===== src/rtl/ula_pkg.sv =====
// Shared ULA definitions: serial adder state encoding and the common datapath width.
package ula_pkg;

    typedef enum logic [1:0] {
        IDLE = 2'd0,
        RUN  = 2'd1,
        DONE = 2'd2
    } somador_estado_t;

    localparam int ULA_WIDTH = 8;

endpackage : ula_pkg


===== src/rtl/somadorcompleto.sv =====
// One-bit full adder; reused every cycle as the cell of the bit-serial adder.
module somadorcompleto (
    input  logic a,
    input  logic b,
    input  logic cin,
    output logic s,
    output logic cout
);

    assign s    = a ^ b ^ cin;
    assign cout = (a & b) | (cin & (a ^ b));

endmodule : somadorcompleto


===== src/rtl/somador_serial.sv =====
// Bit-serial adder: one full-adder cell processes the operands LSB first over WIDTH
// cycles, with a start/busy/done handshake and registered sum, carry-out and overflow.
module somador_serial
    import ula_pkg::*;
#(
    parameter int WIDTH = ULA_WIDTH
) (
    input  logic             clk,
    input  logic             rst,
    input  logic             start,
    input  logic [WIDTH-1:0] a,
    input  logic [WIDTH-1:0] b,
    input  logic             cin,
    output logic             busy,
    output logic             done,
    output logic [WIDTH-1:0] s,
    output logic             cout,
    output logic             overflow
);

    localparam int CNT_W = (WIDTH > 1) ? $clog2(WIDTH) : 1;
    localparam logic [CNT_W-1:0] LAST_BIT = CNT_W'(WIDTH - 1);

    somador_estado_t  state_q, state_d;
    logic [WIDTH-1:0] ra_q, ra_d;
    logic [WIDTH-1:0] rb_q, rb_d;
    logic [WIDTH-1:0] sum_q, sum_d;
    logic [WIDTH-1:0] s_q, s_d;
    logic [CNT_W-1:0] cnt_q, cnt_d;
    logic             carry_q, carry_d;
    logic             cout_q, cout_d;
    logic             ovf_q, ovf_d;
    logic             busy_q, busy_d;
    logic             done_q, done_d;

    logic             fa_s;
    logic             fa_cout;

    somadorcompleto u_cell (
        .a    (ra_q[0]),
        .b    (rb_q[0]),
        .cin  (carry_q),
        .s    (fa_s),
        .cout (fa_cout)
    );

    // Next-state, datapath and registered-output logic for the serial addition.
    always_comb begin
        state_d = state_q;
        ra_d    = ra_q;
        rb_d    = rb_q;
        sum_d   = sum_q;
        s_d     = s_q;
        cnt_d   = cnt_q;
        carry_d = carry_q;
        cout_d  = cout_q;
        ovf_d   = ovf_q;

        case (state_q)
            IDLE: begin
                if (start) begin
                    ra_d    = a;
                    rb_d    = b;
                    carry_d = cin;
                    cnt_d   = {CNT_W{1'b0}};
                    sum_d   = {WIDTH{1'b0}};
                    state_d = RUN;
                end else begin
                    state_d = IDLE;
                end
            end
            RUN: begin
                ra_d    = {1'b0, ra_q[WIDTH-1:1]};
                rb_d    = {1'b0, rb_q[WIDTH-1:1]};
                sum_d   = {fa_s, sum_q[WIDTH-1:1]};
                carry_d = fa_cout;
                cnt_d   = cnt_q + {{(CNT_W-1){1'b0}}, 1'b1};
                // Overflow compares the carry entering and leaving the sign cell.
                if (cnt_q == LAST_BIT) begin
                    s_d     = {fa_s, sum_q[WIDTH-1:1]};
                    cout_d  = fa_cout;
                    ovf_d   = carry_q ^ fa_cout;
                    state_d = DONE;
                end else begin
                    state_d = RUN;
                end
            end
            DONE: begin
                state_d = IDLE;
            end
            default: begin
                state_d = IDLE;
            end
        endcase

        busy_d = (state_d != IDLE);
        done_d = (state_d == DONE);
    end

    // State and output registers with synchronous reset taking priority over start.
    always_ff @(posedge clk) begin
        if (rst) begin
            state_q <= IDLE;
            ra_q    <= {WIDTH{1'b0}};
            rb_q    <= {WIDTH{1'b0}};
            sum_q   <= {WIDTH{1'b0}};
            s_q     <= {WIDTH{1'b0}};
            cnt_q   <= {CNT_W{1'b0}};
            carry_q <= 1'b0;
            cout_q  <= 1'b0;
            ovf_q   <= 1'b0;
            busy_q  <= 1'b0;
            done_q  <= 1'b0;
        end else begin
            state_q <= state_d;
            ra_q    <= ra_d;
            rb_q    <= rb_d;
            sum_q   <= sum_d;
            s_q     <= s_d;
            cnt_q   <= cnt_d;
            carry_q <= carry_d;
            cout_q  <= cout_d;
            ovf_q   <= ovf_d;
            busy_q  <= busy_d;
            done_q  <= done_d;
        end
    end

    assign busy     = busy_q;
    assign done     = done_q;
    assign s        = s_q;
    assign cout     = cout_q;
    assign overflow = ovf_q;

endmodule : somador_serial


===== config.mk =====
export PLATFORM = sky130hd
export DESIGN_NAME = somador_serial
export DESIGN_NICKNAME = d
export VERILOG_FILES = /design/src/rtl/ula_pkg.sv /design/src/rtl/somadorcompleto.sv /design/src/rtl/somador_serial.sv
export SDC_FILE = /design/constraint.sdc
export NUM_CORES = 1
export LEC_CHECK = 0
export BUFFER_PORTS_ARGS = -buffer_cell sky130_fd_sc_hd__buf_4
export CAP_MARGIN = 10
export CORE_ASPECT_RATIO = 0.5
export CORE_UTILIZATION = 57
export CTS_CLUSTER_SIZE = 10
export DETAILED_ROUTE_END_ITERATION = 10
export GPL_TIMING_DRIVEN = 0
export PLACE_DENSITY = 0.88
export SYNTH_ARGS = -nofsm -noshare
export SYNTH_HDL_FRONTEND = slang
export SYNTH_SLANG_ARGS = --single-unit

===== constraint.sdc =====
create_clock -name clk -period 2.58 [get_ports clk]
set_input_delay 0.258 -clock clk [delete_from_list [all_inputs] [get_ports clk]]
set_output_delay 0.258 -clock clk [all_outputs]
set_load 0.005 [all_outputs]

==> results of run 1 <==
metrics by stage:
step	worst slack (ps)	hold slack [ps]	util	cells	cell area, sq um
floorplan	1300	406	-	170	1630
global placement	1220	443	0.715	237	1900
detailed placement	1210	451	0.715	237	1900
CTS	1160	210	0.759	245	2010
global route	1030	242	0.759	245	2010
finish	1160	210	0.759	245	2010
final cells by class:
| cell class | instances | area [sq um] |
|---|---|---|
| Buffer | 14 | 87.6 |
| Clock buffer | 5 | 68.8 |
| Clock inverter | 3 | 46.3 |
| Fill cell | 189 | 639 |
| Inverter | 1 | 3.75 |
| Multi-Input combinational cell | 114 | 713 |
| Sequential cell | 41 | 821 |
| Tap cell | 37 | 46.3 |
| Timing Repair Buffer | 30 | 225 |
report_power, final:
group	switching, W	internal (W)	total (W)	leakage, nW
Combinational	0.0000704	0.0000698	0.000140	0.440
Sequential	0.0000182	0.000660	0.000679	0.335
Clock	0.000234	0.000290	0.000523	0.0543
Total	0.000322	0.00102	0.00134	0.830
metal layers:
| layer | wire (microns) | vias up | part of all wire | global-route usage |
|---|---|---|---|---|
| met5 | 0 | - | 0 | 0 |
| li1 | - | 666 | - | - |
| met3 | 142 | 5 | 0.042 | 0.0721 |
| met4 | 34 | 0 | 0.010 | 0.118 |
| met1 | 1580 | 639 | 0.47 | 0.271 |
| met2 | 1640 | 33 | 0.48 | 0.429 |
state kept, by name, summed over array words and instances (netlist names):
register,cells
ra_q,8
busy,1
rb_q,8
sum_q,7
state_q,2
cnt_q,3
carry_q,1
overflow,1
done,1
s,8
cout,1
cell families after synthesis:
family,after synthesis,synth area share
adders and majority gates,3,0.0277
muxes,17,0.105
xor gates and xnor gates,1,0.00539
buffers and inverters,15,0.0562
DFF,41,0.505
and+or+nand+nor,55,0.138
AOI/OAI and AO/OA,38,0.163
worst max path at each step:
stage | startpoint | endpoint | slack [ps] | cells after the start
after floorplan | cnt_q[0] | overflow | 1300 | 5
after detailed placement | cnt_q[0] | overflow | 1210 | 5
after CTS | cnt_q[0] | overflow | 1160 | 5
final | cnt_q[0] | overflow | 1160 | 5
after global placement | cnt_q[0] | s[1] | 1220 | 6
after global routing | cnt_q[0] | s[4] | 1030 | 6
worst reg2reg max path, stage by stage (launching register included):
cell and delay [ps]:
dfxtp_1 330, ha_1 210, ha_1 210, and3b_1 200, buf_2 180, a211oi_1 210
cell usage in the layout (no fill, tap or decap), drive strengths merged:
cell | netlist | layout
inv | 1 | 1
nand2 | 18 | 18
mux2i | 17 | 17
fa | 1 | 1
clkbuf | 5 | 10
clkinv | 0 | 1
nor2 | 31 | 31
a211oi | 16 | 16
buf | 9 | 39
a21oi | 9 | 9
and3b | 1 | 1
nor3b | 1 | 1
a22oi | 11 | 11
o21ba | 1 | 1
nand3b | 1 | 1
clkinvlp | 0 | 1
xnor2 | 1 | 1
nor3 | 2 | 2
nor2b | 1 | 1
dfxtp | 41 | 41
ha | 2 | 2
o21bai | 1 | 1
bufinv | 0 | 1
==> qor.yml, run 1 <==
status: "finished clean"
ys_types: 23
ys_ff_latch: 41
fmax_mhz: 703
crit_path_start_kind: "register"
cts_tree: "yes"
die_area_sq_um: 3080
critPathCaptureType: "register"
crit_path_max_fanout: 10
drt_iter0_drc: 44
core.rowCount: 13
core_area_sq_um: 2650
cts_resized: 0
layout.nets: 230
synth_edf_count: 0
reg2reg_from: "cnt_q[0]"
required_ps: 2790
htree_levels: 2
clk_transition_reported_paths_ps: 80
io_pins: 32
layout-drive-gt1-share: 0.231
fp.dieH_microns: 39.8
min_path_cells: 3
via_count: 1343
grt_pass1_vias: 1136
min_path_type: "in2reg"
relSlewSlack: 0.681
period_needed_ps: 1420
synth-seq-area-share: 0.505
crit_chain: "ha_1 -> ha_1 -> and3b_1 -> buf_2 -> a211oi_1"
grt.overflow.total: 0
clk_path_buf_depth: 2
synth_top_area_frac: 0.505
clk_latency_ps: 290
detail_route.first_pass.iterations: 4
worstMarginPinSlew_ps: 479
max_stage_delay_ps: 330
dieWidth_microns: 77.5
numPortBuffers: 30
grt_setup_unrepaired: "false"
synth_area_leaders: "dfxtp_1 (51%), mux2i_1 (10%), a211oi_1 (7.4%), nor2_1 (7.2%), a22oi_1 (5.1%)"
pwr_density_cell_nw_per_um2: 667
fin_skew_ps: 7.39
min_to: "rb_q[7]"
r2r_cells: 5
synth_commonest_cells: "dfxtp_1 (41), nor2_1 (31), nand2_1 (18)"
grt_max_degree: 15
viasPerCell: 5.48
crit_arrival_ps: 1640
r2r_end: "overflow"
grt.total_usage: 0.239
drc: 0
power_w: 0.00134
max_cap_violations: 0
syn_area_per_cell_sq_um: 9.56
wl_microns: 3400
start_util: 0.613
setup_violations: 0
reg2reg_slack_ps: 1160
yosysTopAreaCell: "dfxtp_1"
routedWlPerCell_microns: 13.9
synth_area_sq_um: 1630
synthCells: 170
async_flop_share: 0
ant_nets: 0
cts_root_buf: "clkbuf_8"
critPathTopFamily: "adder cells"
peakVddDrop_uv: 390
synth_most_common_cell: "dfxtp_1"
crit_buf_inv: 1
critPathSlowestCell: "dfxtp_1"
critical_path_class: "reg2reg"
synth_nets: 193
crit_top_cell: "ha_1"
diodes: 0
p_leak_nw: 0.830
antenna_found_initial: 0
fin_setup_tns_ps: 0
finalCritPeriodShare: 0.551
drv_slew: 0
cts_sinks: 41
area_growth_pct: 23.8
hp-start: "b[7]"
gp_congestion: 0.732
grt_pass1_wl_microns: 5230
cts_buffers: 5
yosys_warnings: 0
synth-main-ff-cell: "dfxtp_1"
dp_hpwl_microns: 2210
cts_hold_buf: 0
post_cts_buffers: 0
hold_viol: 0
Note: power is estimated with default switching activity, not from simulation.
==> run 2, diff against run 1 <==
--- a/config.mk
+++ b/config.mk
@@ -5,14 +5,15 @@
 export SDC_FILE = /design/constraint.sdc
 export NUM_CORES = 1
 export LEC_CHECK = 0
+export ABC_AREA = 1
 export BUFFER_PORTS_ARGS = -buffer_cell sky130_fd_sc_hd__buf_4
 export CAP_MARGIN = 10
 export CORE_ASPECT_RATIO = 0.5
-export CORE_UTILIZATION = 57
+export CORE_UTILIZATION = 49
 export CTS_CLUSTER_SIZE = 10
 export DETAILED_ROUTE_END_ITERATION = 10
 export GPL_TIMING_DRIVEN = 0
-export PLACE_DENSITY = 0.88
+export PLACE_DENSITY = 0.8
 export SYNTH_ARGS = -nofsm -noshare
 export SYNTH_HDL_FRONTEND = slang
 export SYNTH_SLANG_ARGS = --single-unit
==> constraint.sdc (replaced) <==
create_clock -name clk -period 1.2 [get_ports clk]
set_input_delay 0.12 -clock clk [delete_from_list [all_inputs] [get_ports clk]]
set_output_delay 0.12 -clock clk [all_outputs]
set_load 0.005 [all_outputs]
==> run 2 against run 1 <==
Net effect:
- flip-flop and latch count is the same
- final area grew 19%
- maximum frequency grew 19%
- first-iteration DRC count grew 95%
- area after synthesis grew 12%
- die area grew 29%
- clock-buffer cell count grew 1
- worst hold slack lost 110 ps
- routed wire length grew 30%
- critical path depth shrank 1
- via count grew 29%
- global-route usage shrank 1.9 points
- critical path type unchanged
- largest power group unchanged
==> qor.yml, run 2 <==
layout-drive-gt1-share: 0.270
syn_area_per_cell_sq_um: 6.90
viasPerCell: 4.80
yosysTopAreaCell: "dfxtp_1"
fp.dieH_microns: 45.1
critPathSlowestCell: "fa_2"
layout.cells.most_common: "nand2_1"
design_area_sq_um: 2390
synth-main-ff-cell: "dfxtp_1"
synth-seq-area-share: 0.451
dr_wl_met3_microns: 327
ys_ff_latch: 41
drv_slew: 0
numPortBuffers: 30
ant_nets: 0
fin_skew_ps: 6.06
wl_microns: 4400
r2r_end: "overflow"
p_leak_nw: 1.14
crit_path_max_fanout: 3
critPathCaptureType: "register"
period_needed_ps: 1200
dieWidth_microns: 88.2
fin_cells: 362
routed.top_layer: "met4"
clk_transition_reported_paths_ps: 80
fill_cells: 318
cts_buffers: 5
synthCells: 264
synth_area_sq_um: 1820
fmax_mhz: 835
drc: 0
r2r_cells: 4
synth_nets: 287
clk_latency_ps: 300
core_area_sq_um: 3490
pwr_density_cell_nw_per_um2: 1180
drt_iter0_drc: 86
crit_arrival_ps: 1400
grt.overflow.total: 0
dp_hpwl_microns: 2620
worstMarginPinSlew_ps: 475
reg2reg_from: "rb_q[0]"
min_to: "rb_q[7]"
final_util: 0.685
cts_root_buf: "clkbuf_8"
routedWlPerCell_microns: 12.2
synth_edf_count: 0
via_count: 1737
reg2reg_slack_ps: 2
grt_pass1_wl_microns: 6220
synth_commonest_cells: "nand2_1 (103), dfxtp_1 (41), nor2_1 (37)"
crit_path_start_kind: "register"
start_util: 0.522
crit_chain: "fa_2 -> xor2_1 -> nor2_1 -> nor2_1"
crit_start: "rb_q[0]"
antenna_found_initial: 0
synth_area_leaders: "dfxtp_1 (45%), nand2_1 (21%), nor2_1 (7.6%), nand3_1 (6.9%), inv_1 (3.7%)"
detail_route.first_pass.iterations: 4
core.rowCount: 15
cts_hold_buf: 0
setup_violations: 0
hold_viol: 0
met1_length_microns: 2010
postPlaceCellArea_sq_um: 2110
io_pins: 32
grt.total_usage: 0.220
area_growth_pct: 31.2
grt_max_degree: 14
critical_path_class: "reg2reg"
die_area_sq_um: 3980
peakVddDrop_uv: 649
required_ps: 1400
gp_congestion: 0.814
finalCritPeriodShare: 0.998
max_cap_violations: 0
min_path_cells: 3
async_flop_share: 0
clk_path_buf_depth: 2
htree_levels: 2
min_path_type: "in2reg"
dp_cells: 345
yosys_warnings: 0
crit_top_cell: "nor2_1"
cts_sinks: 41
cts_tree: "yes"
grt_setup_unrepaired: "true"
dr_wl_met2_microns: 1990
status: "finished clean"
diodes: 0
ys_types: 21
layout.nets: 333
hp-start: "b[7]"
synth_top_area_frac: 0.451
grt_pass1_vias: 1376
relSlewSlack: 0.683
synth_most_common_cell: "nand2_1"
final_cell_mix: "nand2_1 (102), nor2_1 (36), dfxtp_1 (36), buf_4 (35), nand3_1 (22)"
max_stage_delay_ps: 410
## run 2: worst max-delay path by stage
stage	cells after the start	endpoint	slack, ps
after floorplan	4	overflow	10
after global routing	7	s[6]	-30
after CTS	6	sum_q[2]	0.08
final	4	overflow	2
after detailed placement	6	cout	-170
after global placement	6	cout	-120
## run 2: layout make-up
class | count | area (sq um) | share of cell area
multi-input combinational | 190 | 921 | 0.385
sequential | 41 | 827 | 0.346
timing repair buffer | 37 | 279 | 0.117
buffer | 14 | 119 | 0.0497
inverter | 21 | 83.8 | 0.0351
clock buffer | 6 | 82.6 | 0.0346
tap | 51 | 63.8 | 0.0267
clock inverter | 2 | 13.8 | 0.00576
## run 2: what timing repair did
action,4_1_cts,5_1_grt
resized for setup,12,24
endpoints found under the setup margin,18,36
pin swaps,3,7
gates cloned,2,4
hold endpoints to repair,0,0
setup buffers,1,2
## run 2: critical path, delay by kind of cell, from the launching register on
kind	cells	cell delay (ps)
and+or+nand+nor	2	160
adders and majority gates	1	410
xor gates and xnor gates	1	190
DFF	1	340
## run 2: kinds of logic (layout without fill, tap and decap cells)
family | after synthesis | after routing | synth area share
simple gates | 171 | 172 | 0.380
compound gates | 13 | 14 | 0.0419
fa+ha+maj | 3 | 3 | 0.0247
xor+xnor | 1 | 1 | 0.00481
flops | 41 | 41 | 0.451
buf+inv | 35 | 80 | 0.0975
## run 2: report_power, final
part           switching (W)  internal, W
Sequential         0.0000391      0.00142
Clock               0.000492     0.000466
Combinational       0.000226     0.000185
## run 2: metal layers
metal	global-route usage	up-vias
li1	-	901
met1	0.278	777
met2	0.342	52
met3	0.0914	7
met4	0.0839	0
met5	0	-
## run 2: through the flow
| step | hold slack, ps | power [W] | setup slack, ps | TNS [ps] |
|---|---|---|---|---|
| after floorplan | 284 | 0.00173 | 11.0 | 0 |
| after global placement | 394 | 0.00183 | -117 | -1140 |
| after detailed placement | 408 | 0.00184 | -174 | -1650 |
| after CTS | 98.9 | 0.00279 | 0.0846 | 0 |
| after global routing | 97.9 | 0.00296 | -33.7 | -262 |
| final | 103 | 0.00283 | 1.82 | 0 |
